--- src/rtl/ether_seq.sv ---
// ============================================================================
//  Module   : ether_seq
//  Purpose  : Host-side sequencer for the Ethernet core. Builds the core mode
//             word, runs the TX/RX handshakes against the synchronized status
//             byte and generates the periodic MDIO poll event.
//  Revision : 1.0  initial release
// ============================================================================
`default_nettype none

module ether_seq #(
    parameter int TX_TIMEOUT = 65535,
    parameter int POLL_DIV   = 50000
) (
    input  logic        clk_i,
    input  logic        rst_i,
    input  logic [7:0]  mode_i,
    input  logic        tx_start_i,
    input  logic [10:0] tx_len_i,
    output logic        tx_busy_o,
    output logic        tx_done_o,
    output logic [1:0]  tx_stat_o,
    input  logic        rx_ack_i,
    output logic        rx_rdy_o,
    output logic [10:0] rx_len_o,
    output logic [1:0]  rx_stat_o,
    input  logic        irq_clr_i,
    output logic        irq_o,
    input  logic [7:0]  sts_errs_i,
    input  logic [10:0] rxcntb_i,
    output logic [9:0]  ethmode_o,
    output logic [10:0] txcntb_o,
    output logic        md_evt_o
);

    localparam logic [1:0] T_IDLE = 2'd0;
    localparam logic [1:0] T_REQ  = 2'd1;
    localparam logic [1:0] T_ACK  = 2'd2;
    localparam logic [1:0] T_FIN  = 2'd3;

    localparam logic [1:0] R_IDLE = 2'd0;
    localparam logic [1:0] R_PEND = 2'd1;
    localparam logic [1:0] R_DONE = 2'd2;

    localparam logic [15:0] TX_LAST   = 16'(TX_TIMEOUT - 1);
    localparam logic [16:0] POLL_LAST = 17'(POLL_DIV - 1);

    logic [7:0]  sts_m;
    logic [7:0]  sts_s;
    logic [5:0]  mode_lo;
    logic [1:0]  mode_hi;
    logic [1:0]  tx_state;
    logic [1:0]  rx_state;
    logic [15:0] tx_timer;
    logic        tx_irq;
    logic [16:0] poll_cnt;
    logic        txrdy;
    logic        rxdone;

    // crs, crs_err and mdc_err are synchronized but not used by the sequencer
    logic        unused_sts;
    assign unused_sts = ^{sts_s[7], sts_s[4], sts_s[3]};

    // Two-flop synchronizer for the asynchronous core status byte
    always_ff @(posedge clk_i or posedge rst_i) begin
        if (rst_i) begin
            sts_m <= '0;
            sts_s <= '0;
        end else begin
            sts_m <= sts_errs_i;
            sts_s <= sts_m;
        end
    end

    // Mode word copy; loop/setup bits are frozen while a transmit is active
    always_ff @(posedge clk_i or posedge rst_i) begin
        if (rst_i) begin
            mode_lo <= '0;
            mode_hi <= '0;
        end else begin
            mode_lo[0] <= mode_i[0];
            mode_lo[5] <= mode_i[5];
            mode_hi    <= mode_i[7:6];
            if (tx_state == T_IDLE) begin
                mode_lo[4:1] <= mode_i[4:1];
            end
        end
    end

    // Transmit handshake FSM with timeout and completion interrupt flag
    always_ff @(posedge clk_i or posedge rst_i) begin
        if (rst_i) begin
            tx_state  <= T_IDLE;
            tx_timer  <= '0;
            txcntb_o  <= '0;
            tx_stat_o <= '0;
            tx_irq    <= 1'b0;
        end else begin
            if (irq_clr_i) begin
                tx_irq <= 1'b0;
            end
            case (tx_state)
                T_IDLE: begin
                    if (tx_start_i) begin
                        txcntb_o  <= tx_len_i;
                        tx_stat_o <= '0;
                        tx_irq    <= 1'b0;
                        tx_timer  <= '0;
                        // A zero-length request completes without touching the core
                        tx_state  <= (tx_len_i == 11'd0) ? T_FIN : T_REQ;
                    end
                end
                T_REQ: begin
                    tx_timer <= tx_timer + 16'd1;
                    if (sts_s[5]) begin
                        tx_stat_o[0] <= sts_s[2];
                        tx_state     <= T_ACK;
                    end else if (tx_timer == TX_LAST) begin
                        tx_stat_o[1] <= 1'b1;
                        tx_state     <= T_ACK;
                    end
                end
                T_ACK: begin
                    if (!sts_s[5]) begin
                        tx_state <= T_FIN;
                    end
                end
                T_FIN: begin
                    // Placed after the clear so a coincident clear loses
                    tx_irq   <= 1'b1;
                    tx_state <= T_IDLE;
                end
                default: tx_state <= T_IDLE;
            endcase
        end
    end

    // Receive handshake FSM; pending frame survives rx_ena deassertion
    always_ff @(posedge clk_i or posedge rst_i) begin
        if (rst_i) begin
            rx_state  <= R_IDLE;
            rx_rdy_o  <= 1'b0;
            rx_len_o  <= '0;
            rx_stat_o <= '0;
        end else begin
            case (rx_state)
                R_IDLE: begin
                    if (mode_lo[0] && sts_s[6]) begin
                        rx_len_o  <= rxcntb_i;
                        rx_stat_o <= {sts_s[1], sts_s[0]};
                        rx_rdy_o  <= 1'b1;
                        rx_state  <= R_PEND;
                    end
                end
                R_PEND: begin
                    if (rx_ack_i) begin
                        rx_rdy_o <= 1'b0;
                        rx_state <= R_DONE;
                    end
                end
                R_DONE: begin
                    if (!sts_s[6]) begin
                        rx_state <= R_IDLE;
                    end
                end
                default: rx_state <= R_IDLE;
            endcase
        end
    end

    // Free-running MDIO poll divider; pulse lands POLL_DIV cycles after reset
    always_ff @(posedge clk_i or posedge rst_i) begin
        if (rst_i) begin
            poll_cnt <= '0;
            md_evt_o <= 1'b0;
        end else if (poll_cnt == POLL_LAST) begin
            poll_cnt <= '0;
            md_evt_o <= 1'b1;
        end else begin
            poll_cnt <= poll_cnt + 17'd1;
            md_evt_o <= 1'b0;
        end
    end

    assign txrdy     = (tx_state == T_REQ);
    assign rxdone    = (rx_state == R_DONE);
    assign tx_busy_o = (tx_state != T_IDLE);
    assign tx_done_o = (tx_state == T_FIN);
    assign irq_o     = rx_rdy_o | tx_irq;
    assign ethmode_o = {mode_hi, rxdone, txrdy, mode_lo};

endmodule

`default_nettype wire

--- config.mk ---
export PLATFORM = sky130hd
export DESIGN_NAME = ether_seq
export DESIGN_NICKNAME = d
export VERILOG_FILES = /design/src/rtl/ether_seq.sv
export SDC_FILE = /design/constraint.sdc
export NUM_CORES = 1
export LEC_CHECK = 0
export ABC_AREA = 1
export ABC_CLOCK_PERIOD_IN_PS = 7300
export CAP_MARGIN = 20
export CORE_AREA = 2 2 101 103
export DETAILED_ROUTE_END_ITERATION = 7
export DIE_AREA = 0 0 103 105
export GPL_ROUTABILITY_DRIVEN = 0
export SYNTH_ARGS = -nofsm -noshare
export SYNTH_HDL_FRONTEND = slang
export SYNTH_SLANG_ARGS = --single-unit
--- constraint.sdc ---
create_clock -name clk_i -period 7.3 [get_ports clk_i]
set_input_delay 2.19 -clock clk_i [delete_from_list [all_inputs] [get_ports clk_i]]
set_output_delay 2.19 -clock clk_i [all_outputs]
set_load 0.005 [all_outputs]
After elaboration in Yosys (flattened, before gate mapping)
Cells that the tools add are included.

word-level totals
  input port bits = 43
  word-level logic and storage cells = 76
  register bits = 88
  output and inout port bits = 41

cells by class
  reduce and logical (&&, ||, !) cells = 15
  multiplexer cells = 25
  eq/ne operators = 16
  bitwise operators = 1
  add/subtract/negate cells = 2

operators by type and width
  kind                     count
  $pmux W16 S2             1
  $mux W2                  9
  $add A17 B1 Y17 const B  1
  $eq A17 B16 Y1 const B   1
  $mux W17                 1
  $add A16 B1 Y16 const B  1
  $eq A16 B16 Y1 const B   1
  $mux W16                 1
  $ne A2 B2 Y1 const B     7
  $reduce_and A3 Y1        4
  $logic_not A11 Y1        1
  $mux W1                  8
  $pmux W2 S4              1
  $eq A2 B2 Y1 const B     3
  $pmux W2 S3              1
  $reduce_and A2 Y1        3
  $reduce_bool A2 Y1       3
  $eq A2 B1 Y1 const B     2
  $logic_not A2 Y1         2
  $pmux W1 S2              2
  $pmux W2 S2              1
  $reduce_and A4 Y1        1
  $ne A3 B2 Y1 const B     1
  $ne A2 B1 Y1 const B     1
  other kinds (2)          2

Longest topological paths before layout
  word-level depth = 4
  depth in mapped cells = 12
  gate-level depth less buffers = 11

Least setup slack after synthesis
Ideal clock, no wire load.

  path kind = reg-to-output
  from = reg tx_state[0]
  to = out tx_busy_o
  cell stages (with the launch flop) = 5
  setup slack = 4.281 ns
  data required time = 5.110 ns
  buffers on the path = 1
  arrival = 0.829 ns
  path through = dfrtp_1 > inv_1 > ha_1 > buf_6 > inv_4

between the ends
  cells in the longest elaborated chain, start to end = 1

ends and longest elaborated chain
  what                    RTL line  text
  start, declared         51        logic [1:0] tx_state;
  start signal, assigned  109       tx_state <= (tx_len_i == 11'd0) ? T_FIN : T_REQ;
  $reduce_bool A2 Y1      186       assign tx_busy_o = (tx_state != T_IDLE);
  end, declared           19        output logic tx_busy_o,

No other way between the ends.

Worst setup path after layout
Same ends and word-level chain as after synthesis.

==> summary.md <==
| Metric | Value |
|---|---|
| Setup slack, reg-to-reg | 5.19 ns |
| Post-synthesis sequential area ratio | 0.550 |
| Crit path kind | register to output pin |
| Clock slew at reported path FFs | 0.08 ns |
| Post-Layout Cell Count | 664 |
| Psw | 0.429 mW |
| PD cells | 288 mW/mm^2 |
| Crit-path max FO | 9 |
| CTS H-Tree Depth | 3 |
| Sequential share of power | 0.424 |
| Final Hold Fails | 0 |
| Cell count after synthesis | 440 |
| CP top delay family | buffers and inverters |
| Placeable Area | 0.00964 sq mm |
| Worst Setup End Kind | output pin |
| Vias | 3013 |
| DRC violations left | 0 |
| RSZ-0062 raised after global routing | false |
| Net Sw Frac | 0.298 |
| Initial antenna violation count | 0 |
| Placed insts | 647 |
| Min-delay worst type | register to register |
| # setup viols final | 0 |
| Slew margin rel. | 0.644 |
| Routed wire length per instance | 11.7 um |
| DP Worst Slack | 3.50 ns |
| Clock buffer depth | 2 |
| Synthesis-to-finish area growth | 30.8% |
| Hold endpoint | sts_s[2] |
| Max Fclk | 0.247 GHz |
| Pleak | 2.36 nW |
| Post-synthesis net count | 490 |
| Die Area | 0.0108 sq mm |
| Yosys warns | 0 |
| First-pass DRT Iterations | 4 |
| Synth Cell Area | 0.00382 sq mm |
| Largest net degree at the start of global routing | 85 |
| Post-Route Setup TNS | 0 ns |
| First-pass GRT wire length | 13200 um |
| Slew Limit Fails | 0 |
| Initial core utilization | 0.397 |
| Final #Nets | 576 |
| IO Port Bufs | 80 |
| Worst r2r dst | tx_timer[7] |
| Setup slack after layout | 3.25 ns |
| CTS tree | built |
| WL final | 7750 um |
| Least-Margin Pin Slew | 0.534 ns |
| Largest stage delay, worst path | 0.47 ns |
| R2r startpoint | tx_state[0] |
| Max-Cap Viols | 0 |
| Crit path cell chain | inv_1 > ha_1 > inv_4 > clkdlybuf4s50_1 |
| N_diodes | 0 |
| GRT Overall Usage | 0.154 |
| Peak supply drop | 0.169 mV |
| Share of cells above drive strength 1 | 0.0979 |
| Clock network power share | 0.257 |
| Clk_skew | 0.00565 ns |
| Vias in the first global route | 2838 |
| Status | complete, no violations |
| Die X | 103 um |
| CP Buf/Inv Count | 3 |
| Avg Inst Size Synth | 8.69 sq um |
| Final HPWL DP | 5770 um |
| Fin crit period | 4.05 ns |
| Via density | 4.54 |
| Startpoint types | register |
| Grt ovf | 0 |
| Hold depth | 0 |
| Clk_lat worst skew | 0.34 ns |
| Worst Reg-to-Reg Cells | 9 |
| Clk root buf | clkbuf_8 |
| Cts hold-fix bufs | 0 |
| Post-CTS Setup Inserts | 0 |
| Crit-path slowest cell | clkdlybuf4s50_1 |
| #FFs+latches synth | 84 |
| Int Pwr | 1.01 mW |
| Cts bufs inserted | 9 |
| Min Hold Slack | 0.352 ns |
| Routed Antenna Nets | 0 |
| # IOs | 84 |
| Starting DRT DRC Count | 102 |
| Worst Path Arrival | 1.86 ns |
| Gate power share | 0.319 |
| Row count | 36 |
| Post_cts resized | 0 |
| Crit share post-route | 0.555 |
| Clk sinks | 84 |
| CP required | 5.11 ns |
| Distinct cell type count after synthesis | 28 |
| Die H | 105 um |
| Min-delay src | sts_m[2] |
metal layers:
metal / share of wire / global-route usage / routed length (um) / up-vias
met1: 0.46 / 0.210 / 3580 / 1413
li1: - / - / - / 1535
met4: 0.013 / 0.0498 / 98 / 0
met3: 0.036 / 0.0261 / 277 / 9
met5: 0 / 0 / 0 / -
met2: 0.49 / 0.248 / 3790 / 56
cells in the mapped netlist:
cell	number	area share
a21oi_1	13	0.017
nand3_2	3	0.0079
ha_1	7	0.023
buf_4	2	0.0039
o211ai_1	1	0.0020
inv_4	1	0.0016
mux2_2	13	0.038
inv_1	64	0.063
and2_1	1	0.0016
nor2_1	60	0.059
nand2_1	106	0.10
xor2_1	7	0.016
nand2_2	4	0.0065
nor3_1	1	0.0013
clkbuf_1	2	0.0020
nor3b_1	1	0.0020
nand3_1	22	0.029
buf_2	2	0.0026
or2_2	4	0.0065
o21ai_0	23	0.030
buf_6	1	0.0029
nor2_2	7	0.011
xnor2_1	1	0.0023
inv_2	1	0.00098
dfrtp_1	84	0.55
nand4_1	7	0.011
nor3_2	1	0.0026
o21ai_1	1	0.0013
sequential cells by signal, indices dropped and copies added, names as in the netlist:
register and flops:
sts_s 5, rx_state 2, tx_timer 16, txcntb_o 11, mode_lo 6, rx_rdy_o 1, md_evt_o 1, tx_state 2
tx_irq 1, poll_cnt 17, rx_stat_o 2, mode_hi 2, sts_m 5, tx_stat_o 2, rx_len_o 11
cell usage in the layout (no fill, tap or decap), types with 2 or more instances in the layout:
cell type,synthesis,layout
a21oi_1,13,13
bufinv_16,0,2
clkbuf_8,0,10
clkdlybuf4s50_1,0,80
clkinvlp_4,0,2
dfrtp_1,84,84
ha_1,7,7
inv_1,64,63
mux2_2,13,13
nand2_1,106,106
nand2_2,4,4
nand3_1,22,22
nand3_2,3,3
nand4_1,7,7
nor2_1,60,60
nor2_2,7,7
o21ai_0,23,23
or2_2,4,4
xor2_1,7,7
metrics by stage:
step	total power, mW	utilization	cell area (sq um)
after floorplan	0.846	-	3820
after global placement	1.08	0.493	4750
after detailed placement	1.09	0.493	4750
after global routing	1.54	0.519	5000
after CTS	1.46	0.517	4980
final	1.44	0.519	5000
logic make-up (layout without fill, tap and decap cells):
family                   Yosys count  after routing  synth area share
XOR/XNOR                           8              8            0.0183
buffers and inverters             73            164            0.0769
multiplexers                      13             13            0.0383
AO/OA/AOI/OAI                     38             38            0.0504
adder cells (fa/ha/maj)            7              7            0.0229
AND/OR/NAND/NOR                  217            217             0.243
flip-flops                        84             84             0.550
power by group through the flow:
stage               Sequential (mW)  Combinational [mW]  Clock (mW)
global route                  0.621               0.513       0.403
global placement              0.618               0.457           0
detailed placement            0.621               0.465           0
CTS                           0.612               0.467       0.381
floorplan                     0.624               0.223           0
finish                        0.611               0.459       0.370
area by class of cell:
type,count,area (sq um)
Clock buffer,11,141
Multi-Input combinational cell,283,1430
Inverter,66,251
Fill cell,912,4640
Tap cell,133,166
Timing Repair Buffer,82,828
Clock inverter,5,83.8
Sequential cell,84,2100
worst reg2reg max path, cell delays in order (launching register included):
cell and delay, ns:
dfrtp_1 0.42, inv_1 0.09, ha_1 0.42, nand2_2 0.37, nand2_2 0.24, nand3_2 0.12
nor2_1 0.15, nand3_1 0.08, nand2_1 0.06, nor2_1 0.04
worst max path at each step:
stage | start | end | cells past startpoint
floorplan | rst_i | md_evt_o | 1
global placement | tx_start_i | tx_timer[7] | 8
detailed placement | tx_start_i | tx_timer[7] | 8
CTS | tx_state[0] | tx_busy_o | 4
global route | tx_state[0] | tx_busy_o | 4
finish | tx_state[0] | tx_busy_o | 4
(Power assumes the default switching activity.)
==> RTL edit, RTL diff (same settings) <==
Register the output `txcntb_o` once more, cleared by the reset; this adds one clock of latency there. The other outputs are not delayed to match.
--- a/src/rtl/ether_seq.sv
+++ b/src/rtl/ether_seq.sv
@@ -46,2 +46,4 @@
 
+    logic [10:0] txcntb_s0;
+
     logic [7:0]  sts_m;
@@ -93,3 +95,3 @@
             tx_timer  <= '0;
-            txcntb_o  <= '0;
+            txcntb_s0 <= '0;
             tx_stat_o <= '0;
@@ -103,3 +105,3 @@
                     if (tx_start_i) begin
-                        txcntb_o  <= tx_len_i;
+                        txcntb_s0 <= tx_len_i;
                         tx_stat_o <= '0;
@@ -190,2 +192,10 @@
 
+    always_ff @(posedge clk_i or posedge rst_i) begin
+        if (rst_i) begin
+            txcntb_o <= '0;
+        end else begin
+            txcntb_o <= txcntb_s0;
+        end
+    end
+
 endmodule
Formal check against the unedited RTL: not equivalent (Yosys sat finds a counterexample within 4 cycles, from zero or initial values and one cycle with rst_i high).
==> RTL edit against the original RTL <==
Setup slack got worse by 0.11 ns; via count is 3.5% higher; design area grew 5.8%; sequential cell count rose by 11; final cell count is 1.5% higher; wire length is 5.7% higher; total power up 5.6%; synthesized area grew 9.3%; largest power group unchanged.
==> RTL edit: results (changes against the original RTL) <==
* Status: completed (unchanged)
* Post-Syn Nets at 501 (was 490)
* Drt total wl at 8180 um (was 7750 um)
* Share of cells above drive strength 1 at 0.0998 (was 0.0979)
* Adder-Cell Fraction of Synth Area at 0.0210 (was 0.0229)
* Clk pwr share at 0.215 (was 0.257)
* Slowest stage cell, crit path: ha_1 (was clkdlybuf4s50_1)
* Synth cell count leaders: nand2_1 (101), dfrtp_1 (95), inv_1 (67) (was nand2_1 (106), dfrtp_1 (84), inv_1 (64))
* Fill count at 923 (was 912)
* Mux contribution to synthesized area at 0.0422 (was 0.0383)
* CP max FO at 10 (was 9)
* Multi-input gate area at 1490 um^2 (was 1430 um^2)
* Mean Syn Cell Area at 9.26 um^2 (was 8.69 um^2)
* Met1 global-route usage at 0.214 (was 0.210)
* Met1 Wirelength at 3780 um (was 3580 um)
* Hold_ws at 0.350 ns (was 0.352 ns)
* Placed insts at 658 (was 647)
* Dpl hpwl at 6000 um (was 5770 um)
* Peak supply drop at 0.197 mV (was 0.169 mV)
* Clock skew at 0.00927 ns (was 0.00565 ns)
* Placed Area at 5100 um^2 (was 4750 um^2)
* First-pass GRT wire length at 13700 um (was 13200 um)
* Total global-route track usage at 0.159 (was 0.154)
* Register area share after synthesis at 0.569 (was 0.550)
* Largest net degree at the start of global routing at 58 (was 85)
* Largest regs: poll_cnt: 17 flops, tx_timer: 16 flops (unchanged)
* Sequential fraction of design power at 0.468 (was 0.424)
* Reg2Reg Depth at 7 (was 9)
* Worst EP arrival at 1.97 ns (was 1.86 ns)
* WL met2 at 3810 um (was 3790 um)
* Sw Ratio at 0.316 (was 0.298)
* Final net count at 586 (was 576)
* Drt first-iter violations at 116 (was 102)
* Worst hold start: sts_m[0]$_DFF_PP0_ (was sts_m[2]$_DFF_PP0_)
* Met3 WL post-DR at 423 um (was 277 um)
* Met3 Use GR at 0.0395 (was 0.0261)
* Worst hold endpoint: sts_s[0]$_DFF_PP0_ (was sts_s[2]$_DFF_PP0_)
* Avg WL per Cell at 12.1 um (was 11.7 um)
* Synth Area in Compound Gates at 0.0506 (was 0.0504)
* Unique masters post-synth at 32 (was 28)
* Flop2flop setup slack at 5.20 ns (was 5.19 ns)
* Clk Latency, worst-skew pair at 0.36 ns (was 0.34 ns)
* Routed via count at 3118 (was 3013)
* Area contributors post-synth: dfrtp_1 (57%), nand2_1 (9.1%), inv_1 (6.0%) (was dfrtp_1 (55%), nand2_1 (10%), inv_1 (6.3%))
* Worst-margin pin slew at 0.708 ns (was 0.534 ns)
* Met2 Use GR at 0.246 (was 0.248)
* Clock Power at 0.000326 W (was 0.000370 W)
* Initial antenna violation count at 0 (unchanged)
* Lkg Pwr at 2.52 nW (was 2.36 nW)
## RTL edit: final cells by class
class | count | area share
tap | 133 | 0.0315
multi-input combinational | 280 | 0.281
inverter | 69 | 0.0499
sequential | 95 | 0.449
clock inverter | 7 | 0.0118
timing repair buffer | 81 | 0.153
clock buffer | 9 | 0.0234
## RTL edit: worst max-delay path by stage
stage | startpoint | end | slack, ns | depth (start not counted)
after floorplan | rst_i | md_evt_o$_DFF_PP0_ | 2.63 | 1
after global placement | rst_i | rx_len_o[4]$_DFFE_PP0P_ | 3.53 | 3
after detailed placement | rst_i | rx_len_o[4]$_DFFE_PP0P_ | 3.51 | 3
after CTS | tx_state[1]$_DFFE_PP0P_ | tx_busy_o | 3.09 | 4
after global routing | tx_state[1]$_DFFE_PP0P_ | tx_busy_o | 2.96 | 4
final | tx_state[0]$_DFFE_PP0P_ | tx_busy_o | 3.14 | 4
